## config.mk

```make
export PLATFORM = sky130hd
export DESIGN_NAME = mant_seg_adder
export DESIGN_NICKNAME = d
export VERILOG_FILES = /design/src/rtl/mant_seg_adder.sv
export SDC_FILE = /design/constraint.sdc
export NUM_CORES = 1
export LEC_CHECK = 0
export ABC_AREA = 0
export ABC_CLOCK_PERIOD_IN_PS = 8700
export BUFFER_PORTS_ARGS = -buffer_cell sky130_fd_sc_hd__buf_2
export CORE_MARGIN = 4
export CORE_UTILIZATION = 45
export CTS_CLUSTER_DIAMETER = 40
export CTS_CLUSTER_SIZE = 40
export DETAILED_ROUTE_END_ITERATION = 10
export PLACE_DENSITY = 0.66
export SKIP_LAST_GASP = 1
export SLEW_MARGIN = 15
export SYNTH_ARGS = -nofsm -noshare
export SYNTH_HDL_FRONTEND = slang
export SYNTH_SLANG_ARGS = --single-unit
```

## constraint.sdc

```tcl
create_clock -name CLK -period 8.7 [get_ports CLK]
set_clock_uncertainty 0.1 [all_clocks]
set_input_delay 0.87 -clock CLK [delete_from_list [all_inputs] [get_ports CLK]]
set_output_delay 0.87 -clock CLK [all_outputs]
set_load 0.005 [all_outputs]
```

## src/rtl/mant_seg_adder.sv

```systemverilog
// mant_seg_adder: multi-cycle segmented mantissa adder behind the FP add
// controller's Adder_* four-phase valid/ack handshake. The carry chain is
// broken into SEG_W-bit segments, one segment added per clock.
//
// Optional feature macro: ADDER_ZERO_DETECT_EN
//   defined   -> Adder_Exc[0] flags a zero result ({carry, sum} == 0)
//   undefined -> zero detect removed, Adder_Exc is constant 2'b00
//
// Ports:
//   CLK             clock, all state on rising edge
//   RST             asynchronous active-high reset
//   Adder_valid     request, held by caller until Adder_ack is seen
//   Adder_datain1   operand A, sampled at request capture only
//   Adder_datain2   operand B, sampled at request capture only
//   Adder_ack       result valid, held until Adder_valid falls
//   Adder_dataout   sum[DATA_W-1:0]
//   Adder_carryout  carry out of the MSB
//   Adder_Exc       exception code: 00 none, 01 zero result, bit1 reserved
//   Busy            high in any state other than IDLE
//   Abort           one-cycle pulse when a request is withdrawn mid-add
module mant_seg_adder #(
  parameter int unsigned DATA_W = 24,
  parameter int unsigned SEG_W  = 6
) (
  input  logic              CLK,
  input  logic              RST,
  input  logic              Adder_valid,
  input  logic [DATA_W-1:0] Adder_datain1,
  input  logic [DATA_W-1:0] Adder_datain2,
  output logic              Adder_ack,
  output logic [DATA_W-1:0] Adder_dataout,
  output logic              Adder_carryout,
  output logic [1:0]        Adder_Exc,
  output logic              Busy,
  output logic              Abort
);

  localparam int unsigned NSEG  = DATA_W / SEG_W;
  localparam int unsigned CNT_W = (NSEG > 1) ? $clog2(NSEG) : 1;

  // Segment width must tile the operand exactly.
  if ((DATA_W % SEG_W) != 0) begin : g_bad_seg_w
    $error("mant_seg_adder: SEG_W must divide DATA_W exactly");
  end

  typedef enum logic [1:0] {
    IDLE = 2'd0,
    ADD  = 2'd1,
    DONE = 2'd2
  } state_t;

  state_t            state_q, state_d;
  logic [DATA_W-1:0] op_a_q, op_a_d;
  logic [DATA_W-1:0] op_b_q, op_b_d;
  logic [DATA_W-1:0] sum_q, sum_d;
  logic [CNT_W-1:0]  seg_q, seg_d;
  logic              carry_q, carry_d;
  logic              ack_d;
  logic [DATA_W-1:0] dataout_d;
  logic              carryout_d;
  logic [1:0]        exc_d;
  logic              abort_d;

  int unsigned       seg_lsb;
  logic [SEG_W-1:0]  a_seg, b_seg;
  logic [SEG_W:0]    seg_res;

  // One segment of the carry chain: {c, s} = A[seg] + B[seg] + carry.
  always_comb begin
    seg_lsb = 32'(seg_q) * SEG_W;
    a_seg   = op_a_q[seg_lsb +: SEG_W];
    b_seg   = op_b_q[seg_lsb +: SEG_W];
    seg_res = {1'b0, a_seg} + {1'b0, b_seg} + (SEG_W+1)'(carry_q);
  end

  // Next-state and registered-output logic.
  always_comb begin
    state_d    = state_q;
    op_a_d     = op_a_q;
    op_b_d     = op_b_q;
    sum_d      = sum_q;
    seg_d      = seg_q;
    carry_d    = carry_q;
    ack_d      = Adder_ack;
    dataout_d  = Adder_dataout;
    carryout_d = Adder_carryout;
    exc_d      = Adder_Exc;
    abort_d    = 1'b0;

    unique case (state_q)
      IDLE: begin
        if (Adder_valid) begin
          op_a_d  = Adder_datain1;
          op_b_d  = Adder_datain2;
          seg_d   = '0;
          carry_d = 1'b0;
          state_d = ADD;
        end
      end

      ADD: begin
        if (!Adder_valid) begin
          // Caller withdrew: drop the partial sum, leave results untouched.
          abort_d = 1'b1;
          state_d = IDLE;
        end else begin
          sum_d[seg_lsb +: SEG_W] = seg_res[SEG_W-1:0];
          carry_d                 = seg_res[SEG_W];
          if (seg_q == CNT_W'(NSEG - 1)) begin
            dataout_d  = sum_d;
            carryout_d = seg_res[SEG_W];
`ifdef ADDER_ZERO_DETECT_EN
            exc_d      = {1'b0, ~|{seg_res[SEG_W], sum_d}};
`else
            exc_d      = 2'b00;
`endif
            ack_d      = 1'b1;
            state_d    = DONE;
          end else begin
            seg_d = seg_q + CNT_W'(1);
          end
        end
      end

      DONE: begin
        if (!Adder_valid) begin
          ack_d   = 1'b0;
          state_d = IDLE;
        end
      end

      default: begin
        state_d = IDLE;
        ack_d   = 1'b0;
      end
    endcase
  end

  // State and output registers.
  always_ff @(posedge CLK or posedge RST) begin
    if (RST) begin
      state_q        <= IDLE;
      op_a_q         <= '0;
      op_b_q         <= '0;
      sum_q          <= '0;
      seg_q          <= '0;
      carry_q        <= 1'b0;
      Adder_ack      <= 1'b0;
      Adder_dataout  <= '0;
      Adder_carryout <= 1'b0;
      Adder_Exc      <= 2'b00;
      Busy           <= 1'b0;
      Abort          <= 1'b0;
    end else begin
      state_q        <= state_d;
      op_a_q         <= op_a_d;
      op_b_q         <= op_b_d;
      sum_q          <= sum_d;
      seg_q          <= seg_d;
      carry_q        <= carry_d;
      Adder_ack      <= ack_d;
      Adder_dataout  <= dataout_d;
      Adder_carryout <= carryout_d;
      Adder_Exc      <= exc_d;
      Busy           <= (state_d != IDLE);
      Abort          <= abort_d;
    end
  end

endmodule

```

Yosys cells after proc, flatten, opt, wreduce, memory -nomap -nowiden

Index checks and enable logic that the tools add are counted.
W data, S select, Z words.

Register bits: 105
Output and inout port bits: 30
Word-level logic and storage cells: 57

Add/sub/neg operators: 4
Multiply operators: 1
Eq/ne operators: 8
Shift-type cells: 4
Mux-type cells: 19
Bitwise operators: 1
Reduce and logical (&&, ||, !) cells: 9

Operator list:

| operator                  | count |
|---|---|
| $shiftx A24 B6 Y6         | 2 |
| $neg A5 Y34               | 1 |
| $shift A6 B34 Y24 const A | 1 |
| $shiftx A6 B34 Y24        | 1 |
| $bwmux W24                | 1 |
| $mux W2                   | 7 |
| $ne A2 B2 Y1 const B      | 5 |
| $reduce_and A4 Y1         | 2 |
| $add A6 B6 Y7             | 1 |
| $add A7 B1 Y7             | 1 |
| $mux W1                   | 7 |
| $pmux W2 S3               | 1 |
| $reduce_and A3 Y1         | 2 |
| $eq A2 B2 Y1 const B      | 2 |
| $mul A2 B2 Y4 const B     | 1 |
| $pmux W2 S2               | 1 |
| $reduce_and A2 Y1         | 2 |
| $reduce_bool A2 Y1        | 2 |
| $pmux W1 S3               | 1 |
| $add A2 B1 Y2 const B     | 1 |
| $eq A2 B1 Y1 const B      | 1 |
| $logic_not A2 Y1          | 1 |
| $pmux W1 S2               | 1 |
| $not A1 Y1                | 1 |

Logic depth before layout (Yosys ltp)

Gate-level depths: netlist of run 1.

Depth after elaboration: 6
Depth in mapped cells: 12
Gate-level depth less buffers: 10

Worst setup path after synthesis of run 1

Ideal clock, no wire load.

Path kind: reg2reg
Start point: register seg_q[0]
End point: register Adder_dataout[6]
Data arrival time: 3081 ps
Path slack: 5385 ps
Cell stages (with the launch flop): 12
Cell sequence: dfrtp_1 -> buf_2 -> buf_2 -> mux4_2 -> fa_1 -> inv_1 -> fa_1 -> xor2_1 -> nor2_1 -> a211o_1 -> a22oi_1 -> o21ai_0

Word-level cells in the longest chain between the ends: 6
Elaborated cells on any way between the ends: 11

Ends and longest elaborated chain:

| item                                        | line   | text |
|---|---|---|
| from (decl)                                 | 56     | `logic [CNT_W-1:0] seg_q, seg_d;` |
| from (signal assigned)                      | 159    | `seg_q <= seg_d;` |
| $mul A2 B2 Y4                               | 70     | `seg_lsb = 32'(seg_q) * SEG_W;` |
| $shiftx A24 B6 Y6, on equally long branches | 71, 72 |  |
| $add A6 B6 Y7                               | 73     | `seg_res = {1'b0, a_seg} + {1'b0, b_seg} + (SEG_W+1)'(carry_q);` |
| $add A7 B1 Y7                               | 73     |  |
| $shiftx A6 B34 Y24                          | 107    | `sum_d[seg_lsb +: SEG_W] = seg_res[SEG_W-1:0];` |
| $bwmux W24                                  | 107    |  |
| to (signal assigned)                        | 162    | `Adder_dataout <= dataout_d;` |
| to (decl)                                   | 31     | `output logic [DATA_W-1:0] Adder_dataout,` |

Parallel ways exist; a longest one is shown, timed or not.
A chain may end at the register's enable or synchronous reset.

Final worst setup path of run 1

Ends and elaborated chain as after synthesis.

==> reports/metrics.yaml, run 1 <==
outcome:
  status: "complete, no violations"
detailed_routing:
  vias: 3591
  viasPerCell: 5.51
  drt-initial-drc-count: 217
  dr.pass1.iters: 5
  ant_nets: 0
  wire_per_inst_um: 16.6
  route.detailed.drc: 0
  wl_mm: 10.8
timing:
  setup_viol: 0
  fin_crit_sh: 0.439
  timing.fmax_mhz: 262
  worst_pin_slew_ps: 949
  period_minus_slack_ps: 3820
  slew_headroom: 0.366
  tns_ps: 0
  slew_violations: 0
  hold_viol: 0
  rsz0062_at_grt: "no"
yosys:
  synth_area_leader_cell: "dfrtp_1"
  synthTopCellsByCount: "105 x dfrtp_1, 52 x mux2_2, 41 x nand2_1"
  yosysTopAreaCellShare: 0.520
  synth_top_flop_cell: "dfrtp_1"
  ys_ff_latch: 105
  synth_area_sq_mm: 0.00505
  synth.area.top_cells: "dfrtp_1 52%, mux2_2 12%, mux4_2 5.3%"
  seq_area_frac_synth: 0.520
  avgSynthCellArea_sq_um: 11.6
  synthDistinctLibCells: 51
  yosysMostFrequentCell: "dfrtp_1"
  synth_edf_count: 0
  ys_warn_count: 0
  async_reset_ff_frac: 1.00
  netlist_instances: 436
floorplan:
  rows: 38
  fp.coreArea_sq_mm: 0.0109
  pin_count: 81
  die_area_sq_mm: 0.0130
  start_util: 0.462
  die_w_um: 114
  die_h_um: 114
cts:
  cts_tree: "done"
  cts_resized: 0
  cts_sinks: 105
  clk_path_buf_depth: 2
  cts_root_buf: "clkbuf_16"
  worstSkewPairLatency_ps: 350
  htreeDepth: 3
  clkTransAtPathRegs_ps: 70
  holdBufCountCts: 0
  cts_buffers: 9
  post_cts_buffers: 0
global_route:
  grt_pass1_wl_mm: 18.3
  antenna_found_initial: 0
  grt_pass1_vias: 3660
  grt.total_usage: 0.176
  grt_max_degree: 61
  grt_overflow: 0
power_and_ir_drop:
  clkPwrFrac: 0.223
  power.switching_mw: 0.685
  intPower_mw: 1.14
  combPwrFrac: 0.402
  p_sw_frac: 0.375
  power.density_mw_per_mm2: 312
  pwr-share-seq: 0.375
  leakagePower_nw: 2.64
  vdd_drop_max_mv: 0.173
layout:
  seq_area_sq_mm: 0.00263
  num_antenna_cells: 0
  multi_input_area_sq_mm: 0.00228
  area_growth_syn_to_layout_pct: 15.8
  nets: 571
  finalInstanceArea_sq_mm: 0.00585
  final_layout_size_suffix_gt1_frac: 0.330
  fillerInstances: 980
placed_design:
  dpl_cell_area_sq_mm: 0.00555
  routabilityCongestion: 0.826
  portBuffers: 78
  dpl.hpwl_mm: 7.98
setup_path:
  cp-end-kind: "register"
  criticalPathCategory: "reg2reg"
  startpoint_type: "register"
  worst-path-buf-inv: 2
  cp_slowest_stage_delay_ps: 650
  worstPathArrival_ps: 3910
  critical_path.top_delay_family: "adder cells"
  critPathMaxFanout: 17
  critical_path.cell_chain: "buf_4 > mux4_2 > fa_1 > inv_1 > fa_1 > xor2_1 > nor2_1 > a211o_1 > a22oi_1 > o21ai_0"
  path_common_cell: "fa_1"
  cp.required_ps: 8790
  slowest_stage: "dfrtp_1"
worst_hold_path:
  hp-class: "reg2reg"
flow_run:
  maxCapViolations: 0
worst register-to-register path, delay by kind of cell (launching register included):
| kind | cells | cell delay, ps |
|---|---|---|
| xor gates and xnor gates | 1 | 480 |
| adders and majority gates | 2 | 660 |
| buffers and inverters | 2 | 490 |
| AOI/OAI and AO/OA | 3 | 610 |
| muxes | 1 | 570 |
| DFF | 1 | 650 |
| and+or+nand+nor | 1 | 110 |
placed cells by master, fill, tap and decap left out, types with 3 or more instances in the layout:
| master | count |
|---|---|
| ha_1 | 11 |
| and2_1 | 5 |
| nand2_1 | 41 |
| inv_1 | 12 |
| clkbuf_16 | 9 |
| a221oi_1 | 3 |
| nand2b_1 | 7 |
| xor2_1 | 3 |
| o21ai_0 | 32 |
| a21boi_0 | 3 |
| dfrtp_1 | 105 |
| mux4_2 | 12 |
| nor3_1 | 5 |
| buf_2 | 78 |
| nor2_1 | 25 |
| a32o_1 | 4 |
| nand3_1 | 5 |
| a31oi_1 | 4 |
| mux2_2 | 52 |
| buf_4 | 3 |
| nor2b_1 | 7 |
| and3_1 | 6 |
| a22o_1 | 7 |
| o22ai_1 | 3 |
| a21oi_1 | 26 |
cell families (layout without fill, tap and decap cells):
kind of cell	after synthesis	after routing	share of synthesized area
simple gates	112	112	0.107
flops	105	105	0.520
compound gates	100	100	0.126
mux	66	66	0.173
buf+inv	35	110	0.0302
fa+ha+maj	13	13	0.0352
xor+xnor	4	4	0.00694
other cells	1	2	0.000742
path summary, 6_finish.rpt:
check / from / endpoint / slack, ps / cells past startpoint
worst max-delay path: seg_q[0] / Adder_dataout[6] / 4880 / 10
worst min-delay path: sum_q[12] / sum_q[12] / 380 / 2
worst max register to register: seg_q[0] / Adder_dataout[6] / 4880 / 10
worst min register to register: sum_q[12] / sum_q[12] / 380 / 2
max in group asynchronous: RST / Adder_dataout[5] / 6850 / 3
min in group asynchronous: RST / Adder_ack / 480 / 2
per-layer routing:
layer | part of all wire | up-vias | GRT usage
li1 | - | 1710 | -
met1 | 0.43 | 1742 | 0.238
met2 | 0.49 | 126 | 0.286
met3 | 0.065 | 13 | 0.0424
met4 | 0.014 | 0 | 0.0483
met5 | 0 | - | 0
state kept, by name (all words and copies together) (netlist names):
| register | flops |
|---|---|
| Adder_ack | 1 |
| Busy | 1 |
| carry_q | 1 |
| op_b_q | 24 |
| op_a_q | 24 |
| Adder_carryout | 1 |
| Adder_dataout | 24 |
| sum_q | 24 |
| seg_q | 2 |
| Abort | 1 |
| state_q | 2 |
final cells by class:
type / count / share of cell area
clock buffer: 9 / 0.0385
timing repair buffer: 81 / 0.0706
multi-input combinational: 297 / 0.390
sequential: 105 / 0.449
inverter: 13 / 0.00877
tap: 140 / 0.0299
clock inverter: 7 / 0.0130
stage by stage:
stage | utilization | hold WS (ps) | power (mW) | setup WS [ps] | instances
3_3_place_gp | 0.508 | 355 | 1.41 | 5070 | 636
2_1_floorplan | - | 342 | 1.21 | 4970 | 437
5_1_grt | 0.535 | 403 | 1.96 | 4630 | 652
3_5_place_dp | 0.508 | 366 | 1.43 | 4930 | 636
6_report | 0.535 | 379 | 1.83 | 4880 | 652
4_1_cts | 0.535 | 381 | 1.84 | 4920 | 652
power by group through the flow:
stage / clock [mW] / sequential (mW) / combinational (mW)
finish: 0.407 / 0.685 / 0.735
global route: 0.435 / 0.702 / 0.824
CTS: 0.418 / 0.687 / 0.735
detailed placement: 0 / 0.697 / 0.732
global placement: 0 / 0.690 / 0.721
floorplan: 0 / 0.672 / 0.536
(Power assumes the default switching activity.)
==> inputs of run 2 (changes only) <==
- ABC_AREA: 0 -> 1
- ABC_CLOCK_PERIOD_IN_PS: 8700 -> 3480
- PLACE_DENSITY: 0.66 -> 0.68
- clock period: 8.7 -> 3.48 ns (I/O delays scaled with it)
==> run 2 against run 1 <==
  * Sequential share of layout area down 1.5 points
  * Register-to-register slack worse by 4400 ps
  * Flip-flop and latch count unchanged
  * Wire length increased by 18%
  * Non-clock buffer count grew 10
  * Via count is 19% higher
  * Total power grew to 2.5 times the previous value
  * Sequential power rose by 140%
  * Core utilization decreased by 0.46 points
  * Worst setup slack lost 4400 ps
  * Final cell count is 24% higher
  * Area after synthesis increased by 3.5%
==> reports/metrics.yaml, run 2 <==
placed_design:
  pre_cts_ws_ps: 495  # -4430 ps
  portBuffers: 78  # unchanged
  routabilityCongestion: 0.878  # +6.4%
  dpl_cell_area_sq_mm: 0.00577  # +3.9%
  dpl.hpwl_mm: 9.49  # +19%
yosys:
  yosysTopAreaCellShare: 0.502  # -0.0178
  synth_area_leader_cell: "dfrtp_1"
  synth.area.top_cells: "dfrtp_1 50%, nand2_1 13%, mux2_2 10%"
  synth_edf_count: 0  # unchanged
  yosys.area_share.adder: 0.0340  # -0.00120
  netlist_instances: 586  # +34%
  yosysMostFrequentCell: "nand2_1"
  async_reset_ff_frac: 1.00  # unchanged
  synth_area_sq_mm: 0.00523  # +3.5%
  synthTopCellsByCount: "175 x nand2_1, 105 x dfrtp_1, 47 x mux2_2"
  ys_ff_latch: 105  # unchanged
  avgSynthCellArea_sq_um: 8.93  # -23%
  synth_top_family_by_area: "simple AND/OR/NAND/NOR gates"
  synthDistinctLibCells: 37  # -27%
  synth_mux_area_frac: 0.101  # -0.0722
  seq_area_frac_synth: 0.502  # -0.0178
  synth_top_flop_cell: "dfrtp_1"
  yosys.area_share.simple: 0.207  # +0.0992
  ys_warn_count: 0  # unchanged
  synth_compound_area_frac: 0.0952  # -0.0309
  synth_xor_area_frac: 0.00478  # -0.00215
cts:
  htreeDepth: 3  # unchanged
  clk_path_buf_depth: 2  # unchanged
  holdBufCountCts: 1  # +1
  cts_buffers: 9  # unchanged
  cts_sinks: 105  # unchanged
  cts_tree: "done"
  post_cts_buffers: 0  # unchanged
  cts_root_buf: "clkbuf_16"
  worstSkewPairLatency_ps: 360  # about the same
  cts_resized: 0  # unchanged
  clkTransAtPathRegs_ps: 70  # about the same
worst_hold_path:
  hp-class: "in2reg"
  hold_depth: 2  # unchanged
  min-delay-start: "Adder_datain1[15]"
  hold_end: "op_a_q[15]"
outcome:
  status: "complete, no violations"
power_and_ir_drop:
  clkPwrFrac: 0.208  # -0.015
  intPower_mw: 2.74  # +140%
  combPwrFrac: 0.429  # +0.027
  pwr-share-seq: 0.363  # -0.012
  leakagePower_nw: 3.04  # +15%
  power.switching_mw: 1.85  # +170%
  vdd_drop_max_mv: 0.492  # +180%
  power.density_mw_per_mm2: 758  # +140%
  p_sw_frac: 0.403  # +0.0274
floorplan:
  pin_count: 81  # unchanged
  rows: 39  # +2.6%
  die_area_sq_mm: 0.0134  # +3.3%
  die_w_um: 116  # +1.6%
  start_util: 0.458  # -0.00387
  die_h_um: 116  # +1.6%
  fp.coreArea_sq_mm: 0.0114  # +4.4%
setup_path:
  reg2reg_depth: 16  # +6
  r2r_start: "seg_q[0]"
  criticalPathCategory: "reg2reg"
  r2r_end: "Adder_dataout[18]"
  cp.required_ps: 3680  # -5110 ps
  r2r_setup_slack_ps: 450  # -4430 ps
  critPathMaxFanout: 9  # -8
  cp-end-kind: "register"
  startpoint_type: "register"
  setup.worst_path.start: "seg_q[0]"
  worstPathArrival_ps: 3220  # -690 ps
layout:
  final_common_cell: "nand2_1"
  final_layout_size_suffix_gt1_frac: 0.260  # -0.0696
  layout_common_cells: "174 x nand2_1, 105 x dfrtp_1, 78 x buf_2"
  fillerInstances: 1090  # +11%
  final_util: 0.531  # -0.00455
  area_growth_syn_to_layout_pct: 15.8  # about the same
  num_antenna_cells: 0  # unchanged
  nets: 727  # +27%
  finalInstanceArea_sq_mm: 0.00606  # +3.5%
timing:
  slew_violations: 0  # unchanged
  hold_viol: 0  # unchanged
  rsz0062_at_grt: "no"
  period_minus_slack_ps: 3030  # -791 ps
  setup_viol: 0  # unchanged
  tns_ps: 0  # unchanged
  timing.fmax_mhz: 330  # +26%
  slew_headroom: 0.281  # -0.0846
  worst_pin_slew_ps: 1070  # +125 ps
  setup_ws_ps: 452  # -4430 ps
  fin_crit_sh: 0.870  # +0.431
global_route:
  grt_overflow: 0  # unchanged
  grt_max_degree: 50  # -18%
  grt_pass1_vias: 4335  # +18%
  grt.total_usage: 0.205  # +0.0284
  grt_pass1_wl_mm: 21.1  # +16%
  antenna_found_initial: 0  # unchanged
detailed_routing:
  vias: 4268  # +19%
  dr.pass1.iters: 4  # -1
  wl_mm: 12.8  # +18%
  drt-initial-drc-count: 220  # +1.4%
  route.detailed.drc: 0  # unchanged
  wire_per_inst_um: 15.8  # -5.0%
  ant_nets: 0  # unchanged
  viasPerCell: 5.26  # -4.4%
flow_run:
  maxCapViolations: 0  # unchanged
run 2: worst max path at each step:
stage,to,slack (ps),cells after the start
after floorplan,Abort,270,1
after global routing,Adder_dataout[10],120,16
final,Adder_dataout[18],450,16
after global placement,Adder_dataout[5],540,16
after detailed placement,Adder_dataout[10],500,16
after CTS,Adder_dataout[10],450,16
run 2: stage by stage:
stage	total power, mW	std cells	hold slack (ps)
3_3_place_gp	3.64	794	348
3_5_place_dp	3.67	794	347
4_1_cts	4.64	811	108
6_report	4.59	811	119
5_1_grt	4.99	811	104
2_1_floorplan	3.08	587	314
run 2: per-layer routing:
| metal | global-route usage | wire, um | up-vias |
|---|---|---|---|
| li1 | - | - | 2088 |
| met1 | 0.250 | 5440 | 2053 |
| met2 | 0.344 | 6280 | 98 |
| met3 | 0.0595 | 717 | 29 |
| met4 | 0.0797 | 358 | 0 |
| met5 | 0 | 0 | - |
run 2: area by class of cell:
class | instances | area (sq um) | share of cell area
Clock buffer | 10 | 229 | 0.0378
Clock inverter | 6 | 51.3 | 0.00847
Inverter | 42 | 160 | 0.0264
Multi-Input combinational cell | 414 | 2320 | 0.383
Sequential cell | 105 | 2630 | 0.434
Tap cell | 143 | 179 | 0.0295
Timing Repair Buffer | 91 | 490 | 0.0810
run 2: power groups by stage:
stage / sequential (mW) / clock, mW / combinational, mW
global route: 1.70 / 1.03 / 2.26
global placement: 1.68 / 0 / 1.96
CTS: 1.67 / 0.983 / 1.99
floorplan: 1.65 / 0 / 1.43
detailed placement: 1.69 / 0 / 1.98
finish: 1.67 / 0.954 / 1.97
run 2: worst max-delay path: stages (launching register included):
cell	delay, ps
dfrtp_1	470
inv_1	220
o21ai_0	120
o22ai_1	180
fa_1	270
inv_1	80
fa_1	440
nand3b_1	190
nand3b_1	90
nand2_1	90
inv_2	60
nand3_1	90
a21oi_1	220
nand3_1	140
nand3_1	90
o21ai_1	60
inv_1	50
run 2: cells by family (layout without fill, tap and decap cells):
kind of cell | count (synthesis) | after routing
xor+xnor | 2 | 2
other cells | 1 | 2
simple gates | 262 | 262
flops | 105 | 105
mux | 47 | 47
fa+ha+maj | 13 | 13
compound gates | 88 | 88
buf+inv | 68 | 149
==> inputs of run 3 (changes only) <==
- CORE_UTILIZATION: 45 -> 51
- PLACE_DENSITY: 0.68 -> 0.78
- SKIP_LAST_GASP: 1 -> not set
==> run 3 against run 2 <==
  * Register-to-register slack better by 60 ps
  * Core utilization is 7.1 points higher
  * Worst hold slack worse by 73 ps
  * Highest routed layer unchanged
  * Sequential share of layout area increased by 0.88 points
  * Global-route usage grew 1.8 points
==> reports/metrics.yaml, run 3 (same netlist as run 2, synthesis figures left out) <==
outcome:
  status: "complete, no violations"
layout:
  seq_area_sq_mm: 0.00263  # unchanged
  num_antenna_cells: 0  # unchanged
  finalInstanceArea_sq_mm: 0.00594  # -2.0%
  nets: 725  # -0.28%
  multi_input_area_sq_mm: 0.00232  # unchanged
  stdcell_count: 799  # -1.5%
  layout_common_cells: "174 x nand2_1, 105 x dfrtp_1, 78 x buf_2"
  fillerInstances: 918  # -16%
  area_growth_syn_to_layout_pct: 13.5
  final_layout_size_suffix_gt1_frac: 0.261  # +0.000782
  final_common_cell: "nand2_1"
setup_path:
  slowest_stage: "fa_1"
  startpoint_type: "register"
  cp-end-kind: "register"
  criticalPathCategory: "reg2reg"
  worstPathArrival_ps: 3160  # -60 ps
  cp_slowest_stage_delay_ps: 440  # -30 ps
  critPathMaxFanout: 12  # +3
  cp.required_ps: 3670  # about the same
  critical_path.cell_chain: "inv_1 > buf_4 > nor2_1 > o22ai_1 > fa_1 > inv_1 > fa_1 > nand3b_1 > nand3b_1 > nand2_1 > inv_2 > nand3_1 > a21oi_1 > nand2_1 > nand2_1 > nand2_1 > o21ai_1"
  path_common_cell: "nand2_1"
timing:
  worst_pin_slew_ps: 1070  # -1.10 ps
  fin_crit_sh: 0.853  # -0.0165
  slew_headroom: 0.282  # +0.000736
  rsz0062_at_grt: "no"
  tns_ps: 0  # unchanged
  hold_viol: 0  # unchanged
  hold_ws_ps: 46.6  # -72.5 ps
  setup_viol: 0  # unchanged
  timing.fmax_mhz: 337  # +1.9%
  period_minus_slack_ps: 2970  # -57.5 ps
  slew_violations: 0  # unchanged
detailed_routing:
  wl_mm: 12.4  # -2.8%
  dr.pass1.iters: 5  # +1
  ant_nets: 0  # unchanged
  route.detailed.drc: 0  # unchanged
  viasPerCell: 5.30  # +0.79%
  vias: 4238  # -0.70%
  wire_per_inst_um: 15.6  # -1.4%
  drt-initial-drc-count: 239  # +8.6%
power_and_ir_drop:
  power.density_mw_per_mm2: 734  # -3.1%
  vdd_drop_max_mv: 0.356  # -28%
  total_power_mw: 4.36  # -5.1%
  leakagePower_nw: 2.99  # -1.8%
cts:
  cts_root_buf: "clkbuf_8"
  clk_path_buf_depth: 2  # unchanged
  worstSkewPairLatency_ps: 370  # about the same
  cts_sinks: 105  # unchanged
  holdBufCountCts: 0  # -1
  cts_tree: "done"
  cts_resized: 0  # unchanged
  cts_buffers: 9  # unchanged
  post_cts_buffers: 0  # unchanged
  htreeDepth: 3  # unchanged
  clkTransAtPathRegs_ps: 110  # +40 ps
placed_design:
  routabilityCongestion: 0.893  # +1.7%
  portBuffers: 78  # unchanged
  dpl.hpwl_mm: 9.06  # -4.6%
  dp.cells: 783  # -1.4%
  dpl_cell_area_sq_mm: 0.00575  # -0.35%
flow_run:
  maxCapViolations: 0  # unchanged
global_route:
  grt.total_usage: 0.223  # +0.0181
  grt_max_degree: 96  # +92%
  grt_overflow: 0  # unchanged
  grt_pass1_vias: 4319  # -0.37%
  grt_pass1_wl_mm: 20.7  # -1.9%
  antenna_found_initial: 0  # unchanged
floorplan:
  die_area_sq_mm: 0.0119  # -11%
  start_util: 0.530  # +0.0722
  die_h_um: 109  # -5.6%
  die_w_um: 109  # -5.6%
  rows: 36  # -7.7%
  pin_count: 81  # unchanged
  fp.coreArea_sq_mm: 0.00986  # -14%
worst_hold_path:
  hp-class: "in2async"
## run 3: changes by cell type in the layout (fill, tap and decap cells not counted), sizes merged
cell | previous run | this run
buf | 90 | 89
clkinvlp | 0 | 1
dlygate4sd3 | 1 | 0
inv | 44 | 43
## run 3: through the flow
step                      utilization  worst slack (ps)
after detailed placement        0.583               560
after floorplan                     -               271
after global routing            0.602               212
after CTS                       0.602               530
final                           0.602               510
after global placement          0.583               596
## run 3: path summary, 6_finish.rpt
path                                endpoint  depth (start not counted)  slack, ps              start
min reg2reg                Adder_dataout[17]                          2        390  Adder_dataout[17]
max reg2reg                Adder_dataout[10]                         17        510           seg_q[0]
max                        Adder_dataout[10]                         17        510           seg_q[0]
min                         Adder_dataout[3]                          2         50                RST
max in group asynchronous            carry_q                          3       2550                RST
min in group CLK                       Abort                          2        100        Adder_valid
## run 3: power breakdown
| part | internal, mW | switching [mW] |
|---|---|---|
| clock | 0.289 | 0.434 |
| combinational | 0.741 | 1.24 |
| sequential | 1.51 | 0.155 |
| total | 2.54 | 1.82 |
## run 3: critical path: cells and delay by family (launching register included)
family	cells	cell delay (ps)
adder cells (fa/ha/maj)	2	690
AO/OA/AOI/OAI	3	530
buffers and inverters	4	450
flip-flops	1	410
AND/OR/NAND/NOR	8	710
## run 3: layer usage
layer,vias to the layer above,GRT usage,part of all wire
li1,2076,-,-
met3,20,0.0349,0.046
met2,98,0.385,0.51
met4,0,0.0677,0.017
met1,2044,0.290,0.43
met5,-,0,0
## run 3: layout make-up
class                           count  share of cell area
Timing Repair Buffer               89              0.0796
Multi-Input combinational cell    414               0.391
Inverter                           42              0.0274
Tap cell                          133              0.0280
Clock inverter                      6             0.00843
Clock buffer                       10              0.0232
Sequential cell                   105               0.442
